**src/rtl/arb_pkg.sv**
```systemverilog
// Shared types and the round-robin search helper for rr_grant_arbiter.
// The optional lock input is enabled by defining ARB_LOCK_EN.
package arb_pkg;

  typedef enum logic [0:0] {
    IDLE  = 1'b0,
    GRANT = 1'b1
  } state_t;

  localparam int MAX_N = 16;

  typedef struct packed {
    logic       valid;
    logic [3:0] idx;
  } pick_t;

  // Searches req starting just above ptr and wrapping at n; the first set bit wins.
  // ptr < n and k <= n keep j below 2n, so one conditional subtract is enough.
  function automatic pick_t rr_next(input logic [MAX_N-1:0] req,
                                    input logic [3:0]       ptr,
                                    input int               n);
    pick_t res;
    int    j;
    res = '0;
    for (int k = 1; k <= MAX_N; k++) begin
      if (k <= n) begin
        j = int'(ptr) + k;
        if (j >= n) j = j - n;
        if (!res.valid && req[j[3:0]]) begin
          res.valid = 1'b1;
          res.idx   = j[3:0];
        end
      end
    end
    return res;
  endfunction

endpackage

```
**src/rtl/rr_pick.sv**
```systemverilog
// Combinational round-robin picker: rotate-and-priority-encode r from ptr+1.
module rr_pick
  import arb_pkg::*;
#(
  parameter int N = 4,
  localparam int IW = $clog2(N)
) (
  input  logic [N-1:0]  r,
  input  logic [IW-1:0] ptr,
  output logic          valid,
  output logic [IW-1:0] idx
);

  logic [MAX_N-1:0] req_w;
  logic [3:0]       ptr_w;
  pick_t            pk;
  logic             unused_bits;

  // Widen to the helper's fixed width and run the search.
  always_comb begin
    req_w          = '0;
    req_w[N-1:0]   = r;
    ptr_w          = '0;
    ptr_w[IW-1:0]  = ptr;
    pk             = rr_next(req_w, ptr_w, N);
  end

  assign valid       = pk.valid;
  assign idx         = pk.idx[IW-1:0];
  assign unused_bits = &{1'b0, pk.idx};

endmodule

```
**src/rtl/rr_grant_arbiter.sv**
```systemverilog
// Round-robin arbiter with registered one-hot grants and a hold limit.
// Define ARB_LOCK_EN to add a lock input that suppresses forced release.
//
// state | meaning
// IDLE  | no grant; g=0; pick next requester after ptr
// GRANT | g=onehot(gid); held while r[gid] stays high, up to the hold limit
module rr_grant_arbiter
  import arb_pkg::*;
#(
  parameter int N        = 4,
  parameter int MAX_HOLD = 8,
  localparam int IW = $clog2(N)
) (
  input  logic          clk,
  input  logic          reset,
  input  logic [N-1:0]  r,
`ifdef ARB_LOCK_EN
  input  logic          lock,
`endif
  output logic [N-1:0]  g,
  output logic [IW-1:0] gid,
  output logic          busy,
  output logic          timeout
);

  // hold_left is a down-counter: loaded at grant with MAX_HOLD-1, the limit is
  // reached when it hits zero, where it then saturates.
  localparam int CW = (MAX_HOLD > 0) ? $clog2(MAX_HOLD + 1) : 1;
  localparam logic [CW-1:0] HOLD_LOAD = (MAX_HOLD > 0) ? CW'(MAX_HOLD - 1) : '0;
  localparam logic [N-1:0]  ONE       = N'(1);

  state_t        state;
  logic [IW-1:0] ptr;
  logic [CW-1:0] hold_left;
  logic          pick_valid;
  logic [IW-1:0] pick_idx;
  logic          hold_lock;
  logic          others;

`ifdef ARB_LOCK_EN
  assign hold_lock = lock;
`else
  assign hold_lock = 1'b0;
`endif

  assign others = (r & ~g) != '0;

  rr_pick #(.N(N)) u_pick (
    .r     (r),
    .ptr   (ptr),
    .valid (pick_valid),
    .idx   (pick_idx)
  );

  // Arbitration FSM with registered grant outputs.
  always_ff @(posedge clk) begin
    if (reset) begin
      state     <= IDLE;
      g         <= '0;
      gid       <= '0;
      busy      <= 1'b0;
      timeout   <= 1'b0;
      ptr       <= IW'(N - 1);
      hold_left <= '0;
    end else begin
      case (state)
        IDLE: begin
          timeout <= 1'b0;
          if (pick_valid) begin
            state     <= GRANT;
            g         <= ONE << pick_idx;
            gid       <= pick_idx;
            busy      <= 1'b1;
            hold_left <= HOLD_LOAD;
          end
        end
        GRANT: begin
          if (!r[gid]) begin
            state   <= IDLE;
            g       <= '0;
            busy    <= 1'b0;
            ptr     <= gid;
            timeout <= 1'b0;
          end else if (MAX_HOLD != 0 && hold_left == '0 && others && !hold_lock) begin
            state   <= IDLE;
            g       <= '0;
            busy    <= 1'b0;
            ptr     <= gid;
            timeout <= 1'b1;
          end else if (hold_left != '0) begin
            hold_left <= hold_left - 1'b1;
          end
        end
        default: begin
          state   <= IDLE;
          g       <= '0;
          busy    <= 1'b0;
          timeout <= 1'b0;
        end
      endcase
    end
  end

endmodule
```
**config.mk**
```make
export PLATFORM = sky130hd
export DESIGN_NAME = rr_grant_arbiter
export DESIGN_NICKNAME = d
export VERILOG_FILES = /design/src/rtl/arb_pkg.sv /design/src/rtl/rr_pick.sv /design/src/rtl/rr_grant_arbiter.sv
export SDC_FILE = /design/constraint.sdc
export NUM_CORES = 1
export LEC_CHECK = 0
export CELL_PAD_IN_SITES_DETAIL_PLACEMENT = 1
export CELL_PAD_IN_SITES_GLOBAL_PLACEMENT = 2
export CORE_ASPECT_RATIO = 0.5
export CORE_MARGIN = 5
export CORE_UTILIZATION = 33
export CTS_CLUSTER_DIAMETER = 200
export DETAILED_ROUTE_END_ITERATION = 12
export MAX_ROUTING_LAYER = met4
export PLACE_DENSITY_LB_ADDON = 0.1
export SYNTH_ARGS = -nofsm -noshare
export SYNTH_HDL_FRONTEND = slang
export SYNTH_HIERARCHICAL = 1
export SYNTH_SLANG_ARGS = --single-unit
```
**constraint.sdc**
```tcl
create_clock -name clk -period 3.2 [get_ports clk]
set_input_delay 0.32 -clock clk [delete_from_list [all_inputs] [get_ports clk]]
set_output_delay 0.32 -clock clk [all_outputs]
set_load 0.05 [all_outputs]
```
==> flow_summary.yaml, run 1 <==
synthesis:
  synth_area_um2: 1057
  synth_edf_count: 0
  synth_flop_cell: "dfxtp_1"
  syn-instance-count: 113
  avgSynthCellArea_um2: 9.356
  yosysWarnings: 6
  synth-seq-cells: 15
  async_reset_ff_share_pct: 0
  ys_types: 47
  synth-seq-area-share_pct: 28.40
  synth_fp_nets: 125
pwr:
  power_frac_seq_pct: 24.6
  swShare_pct: 47.39
  p_sw_mw: 0.5943
  max-vdd-ir-drop_v: 0.0002757
  power_mw: 1.254
  p_leak_nw: 0.5247
  power_density_nw_per_um2: 991.4
  p_clk_share_pct: 12.9
  p_comb_share_pct: 62.6
  p_int_mw: 0.6598
setup_path:
  crit_fanout: 8
  critPathSlowestCell: "dfxtp_1"
  required_ps: 3400
  arrival_ps: 3070
  r2r_end: "hold_left[3]"
  path_class: "register to register"
  worstSetupEndpointType: "register"
  slowest_delay_ps: 490
  reg2regPathDepth: 9
  timing.rr.start: "ptr[1]"
  startpoint_type: "register"
  r2r_setup_slack_ps: 330
  path_cells: "inv_1 -> ha_1 -> mux2i_1 -> o22ai_1 -> nor4b_2 -> nand2b_1 -> nor2b_1 -> a2111oi_2 -> a31o_2"
timing:
  rsz0062_at_grt: "false"
  setup-violations-final: 0
  clock.fmax_mhz: 348.6
  finalCritPeriodShare_pct: 89.66
  hold_viol: 0
  report.final.slew_viol_count: 0
  period_minus_slack_ps: 2869
  max_slew_margin_pct: 50.87
  clock_skew_ps: 2.703
  setup_tns_ps: 0
  tightestPinTransition_ps: 735.5
route:
  dr.pass1.iters: 4
  via_count: 896
  drc_errors: 0
  drt-total-wl_um: 2687
  wire_per_inst_um: 16.19
  ant_nets: 0
  drt_first_iter_violations: 20
  vias_per_cell: 5.398
clock_network:
  clk_pin_slew_ps: 70
  clk_latency_ps: 250
  cts_sinks: 15
  htree_num_levels: 1
  clockBufferDepth: 2
  postCtsSetupBuffers: 0
  cts_hold_buffers: 0
  clockRootBuffer: "clkbuf_8"
  cts_tree: "built"
  cts-buffers-inserted: 3
placement:
  gp_congestion: 0.7821
  dpl.cell_count: 162
  postPlaceCellArea_um2: 1210
  port_buffers: 13
  dp_hpwl_um: 2030
global_route:
  grt_pass1_wl_um: 4643
  grt_pass1_vias: 931
  grt.overflow.total: 0
  track_usage_pct: 13.02
  grt_start_max_net_pins: 16
  antenna_found_initial: 0
die:
  die_y_um: 50.03
  start_util_pct: 34.89
  core_um2: 3030
  die-area_um2: 4505
  rows: 14
  die-width_um: 90.05
  ios: 14
hold_path:
  hp-class: "register to register"
  whs_endpoint: "g[0]"
  min_path_cells: 1
  hold_start: "g[0]"
final_layout:
  regArea_um2: 300.3
  multiInputGateArea_um2: 701.9
  area_growth_pct: 19.64
  utilization_pct: 41.74
  final_common_cell: "dfxtp_1"
  fillers: 369
  final_cell_mix: "15 x dfxtp_1, 13 x nor2_1, 13 x clkdlybuf4s50_1"
  n_antenna_cell: 0
  final_area_um2: 1265
  finalNetCount: 139
  final_layout_size_suffix_gt1_share_pct: 17.46
  post_layout_nonfiller_instances: 166
job:
  max-cap-violations: 0
status:
  outcome: "completed"
## power by group through the flow
stage	clock (mW)	combinational [mW]	sequential, mW
final	0.161	0.785	0.308
after global routing	0.177	0.866	0.320
after CTS	0.168	0.781	0.309
after detailed placement	0	0.777	0.313
after global placement	0	0.774	0.311
after floorplan	0	0.489	0.415
## sequential cells by signal, indices dropped and copies added, names as in the netlist
register	count
hold_left	4
ptr	2
busy	1
gid	2
g	4
state	1
timeout	1
## metrics by stage
| step | worst slack [ps] | hold slack (ps) |
|---|---|---|
| after floorplan | 493.3 | 466.0 |
| after global placement | 424.2 | 477.5 |
| after detailed placement | 228.7 | 481.7 |
| after CTS | 220.6 | 499.3 |
| after global routing | 29.89 | 529.0 |
| final | 331.0 | 499.8 |
## logic make-up after synthesis
group / Yosys count / synth area share (%)
and+or+nand+nor: 41 / 21.54
buffers and inverters: 12 / 5.799
AOI/OAI and AO/OA: 27 / 22.61
DFF: 15 / 28.40
muxes: 12 / 14.56
adders and majority gates: 6 / 7.100
## worst max path at each step
stage                     startpoint  cells after the start  slack (ps)           end
after detailed placement      ptr[1]                      9         230  hold_left[3]
after CTS                     ptr[1]                      9         220  hold_left[3]
after floorplan               ptr[0]                     12         490  hold_left[3]
after global placement        ptr[1]                      9         420  hold_left[3]
after global routing          ptr[1]                      9          30  hold_left[3]
final                         ptr[1]                      9         330  hold_left[3]
## synth_stat cells, drive strengths merged (2+ instances only)
| cell | instances | area share [%] |
|---|---|---|
| inv | 7 | 2.5 |
| and3 | 3 | 2.4 |
| dfxtp | 15 | 28 |
| nor3 | 7 | 3.3 |
| o21ai | 2 | 0.95 |
| nand2b | 3 | 1.8 |
| a311oi | 2 | 1.7 |
| a211oi | 2 | 1.4 |
| a21oi | 3 | 1.4 |
| a31o | 2 | 2.5 |
| mux4 | 2 | 4.3 |
| a21o | 2 | 1.5 |
| a22o | 3 | 2.6 |
| clkbuf | 3 | 1.2 |
| nor2b | 6 | 3.6 |
| a2111oi | 2 | 2.2 |
| buf | 2 | 2.1 |
| ha | 6 | 7.1 |
| mux2i | 9 | 8.9 |
| nor2 | 13 | 4.6 |
## repair_timing
item | in CTS | in global routing
hold endpoints to repair | 0 | 0
resized for setup | 0 | 1
endpoints found under the setup margin | 0 | 2
## per-layer routing
metal  vias to the layer above  wire length (um)  GRT usage, %
met5                         -                 0             -
met1                       435              1439         17.11
met4                         0                 8         2.228
met2                        13              1155         20.27
met3                         2                84         3.647
li1                        446                 -             -
## layout make-up
| cell class | count | share of cell area (%) |
|---|---|---|
| Clock buffer | 3 | 3.264 |
| Tap cell | 40 | 3.956 |
| Sequential cell | 15 | 23.74 |
| Multi-Input combinational cell | 86 | 55.49 |
| Inverter | 7 | 2.077 |
| Clock inverter | 1 | 0.5935 |
| Timing Repair Buffer | 14 | 10.88 |
## critical path, delay by kind of cell, from the launching register on
kind            cells  cell delay (ps)
simple gates        3              810
compound gates      3              640
flops               1              490
fa+ha+maj           1              450
mux                 1              260
buf+inv             1              170
(Power assumes the default switching activity.)
==> run 2, diff against run 1 <==
--- a/config.mk
+++ b/config.mk
@@ -5,15 +5,16 @@
 export SDC_FILE = /design/constraint.sdc
 export NUM_CORES = 1
 export LEC_CHECK = 0
-export CELL_PAD_IN_SITES_DETAIL_PLACEMENT = 1
-export CELL_PAD_IN_SITES_GLOBAL_PLACEMENT = 2
-export CORE_ASPECT_RATIO = 0.5
+export CELL_PAD_IN_SITES_DETAIL_PLACEMENT = 0
+export CELL_PAD_IN_SITES_GLOBAL_PLACEMENT = 1
 export CORE_MARGIN = 5
-export CORE_UTILIZATION = 33
+export CORE_UTILIZATION = 47
 export CTS_CLUSTER_DIAMETER = 200
 export DETAILED_ROUTE_END_ITERATION = 12
+export DONT_BUFFER_PORTS = 1
 export MAX_ROUTING_LAYER = met4
 export PLACE_DENSITY_LB_ADDON = 0.1
+export SLEW_MARGIN = 40
 export SYNTH_ARGS = -nofsm -noshare
 export SYNTH_HDL_FRONTEND = slang
 export SYNTH_HIERARCHICAL = 1
==> run 2 against run 1 <==
Total power fell by 11%. Critical path depth did not move. Combinational power fell by 23%. Clock skew rose by 0.74 ps. First-iteration DRC count fell by 55%. Design area fell by 13%. Sequential share of layout area rose by 3.4 points.
==> flow_summary.yaml, run 2 (synthesized netlist as in run 1, its figures left out) <==
timing:
  rsz0062_at_grt: "false"
  setup-violations-final: 0
  finalCritPeriodShare_pct: 88.01
  report.final.slew_viol_count: 0
  period_minus_slack_ps: 2816
  hold_viol: 0
  clock.fmax_mhz: 355.1
  timing.final.ws_setup_ps: 383.5
  max_slew_margin_pct: 55.91
  tightestPinTransition_ps: 660.0
  setup_tns_ps: 0
  clock_skew_ps: 3.443
hold_path:
  hp-class: "input pin to register"
  min_path_cells: 1
final_layout:
  utilization_pct: 50.92
  regArea_um2: 300.3
  multiInputGateArea_um2: 701.9
  finalNetCount: 127
  area_growth_pct: 4.497
  reg_top3: "g (4), hold_left (4)"
  n_antenna_cell: 0
  final_common_cell: "dfxtp_1"
  fillers: 203
  final_layout_size_suffix_gt1_share_pct: 19.30
  final_cell_mix: "15 x dfxtp_1, 13 x nor2_1, 8 x mux2i_1"
pwr:
  p_leak_nw: 0.4755
  power_density_nw_per_um2: 1014
  power_mw: 1.120
  max-vdd-ir-drop_v: 0.0005032
clock_network:
  cts-buffers-inserted: 3
  clockBufferDepth: 2
  clk_pin_slew_ps: 90
  htree_num_levels: 1
  clk_latency_ps: 280
  cts_sinks: 15
  clockRootBuffer: "clkbuf_4"
  cts_hold_buffers: 0
  cts_tree: "built"
placement:
  port_buffers: 0
  gp_congestion: 0.7898
  pre_cts_slack_ps: 349.7
  dp_hpwl_um: 1641
setup_path:
  worstSetupEndpointType: "register"
  path_cells: "inv_1 -> ha_1 -> mux2i_1 -> o22ai_1 -> nor4b_2 -> nand2b_1 -> nor2b_1 -> a2111oi_2 -> a31o_2"
  reg2regPathDepth: 9
  required_ps: 3430
  critPathSlowestCell: "dfxtp_1"
  arrival_ps: 3050
  crit_fanout: 8
  startpoint_type: "register"
  path_class: "register to register"
  slowest_delay_ps: 480
die:
  ios: 14
  die_y_um: 57.43
  start_util_pct: 48.73
  rows: 17
  die-width_um: 57.43
  die-area_um2: 3298
  core_um2: 2170
global_route:
  track_usage_pct: 13.78
  grt_pass1_wl_um: 3525
  grt_start_max_net_pins: 16
  grt.overflow.total: 0
  grt_pass1_vias: 820
  antenna_found_initial: 0
route:
  drt_first_iter_violations: 9
  dr.pass1.iters: 4
  wl_met3_um: 87
  top_layer_used: "met4"
  met2_length_um: 1107
  wl_met1_um: 945
  drc_errors: 0
  via_count: 827
  wire_per_inst_um: 15.22
  vias_per_cell: 5.824
  drt-total-wl_um: 2161
  ant_nets: 0
job:
  max-cap-violations: 0
status:
  outcome: "completed"
## run 2: changes by cell type in the layout (fill, tap and decap cells not counted)
cell and change:
clkdlybuf4s50_1 -13, clkbuf_4 +3, clkbuf_8 -3, buf_4 +1, clkbuf_1 +1, clkinvlp_4 -1
## run 2: final timing paths
check	startpoint	to	slack (ps)
setup reg to reg	ptr[1]	hold_left[3]	380
hold / removal	reset	hold_left[0]	100
hold reg to reg	hold_left[0]	hold_left[0]	510
setup / recovery	ptr[1]	hold_left[3]	380
## run 2: area by class of cell
cell class / count / share of cell area (%)
Sequential cell: 15 / 27.18
Tap cell: 28 / 3.171
Multi-Input combinational cell: 86 / 63.53
Inverter: 7 / 2.378
Clock buffer: 4 / 2.378
Timing Repair Buffer: 2 / 1.359
## run 2: critical path: cells and delay by family (launching register included)
kind                       cells  cell delay, ps
AOI/OAI and AO/OA              3             650
adders and majority gates      1             450
buffers and inverters          1             160
DFF                            1             480
muxes                          1             270
and+or+nand+nor                3             750
## run 2: layer usage
layer	up-vias	track usage, %
met2	19	23.39
met4	0	5.629
li1	420	-
met1	384	15.42
met3	4	3.167
met5	-	-
## run 2: power breakdown
part	switching, mW	internal, mW
clock network	0.0584	0.0483
registers	0.156	0.249
logic	0.336	0.272
## run 2: stage by stage
stage               hold WS, ps  instances  area [um^2]
finish                    100.3        142         1105
CTS                       91.23        142         1099
global route              76.21        142         1105
detailed placement        395.5        138         1072
global placement          395.5        138         1072
floorplan                 466.0        113         1057
## run 2: repair_timing
action / in CTS / in global routing
endpoints found under the setup margin: 0 / 2
resized for setup: 0 / 1
setup buffers: 0 / 0
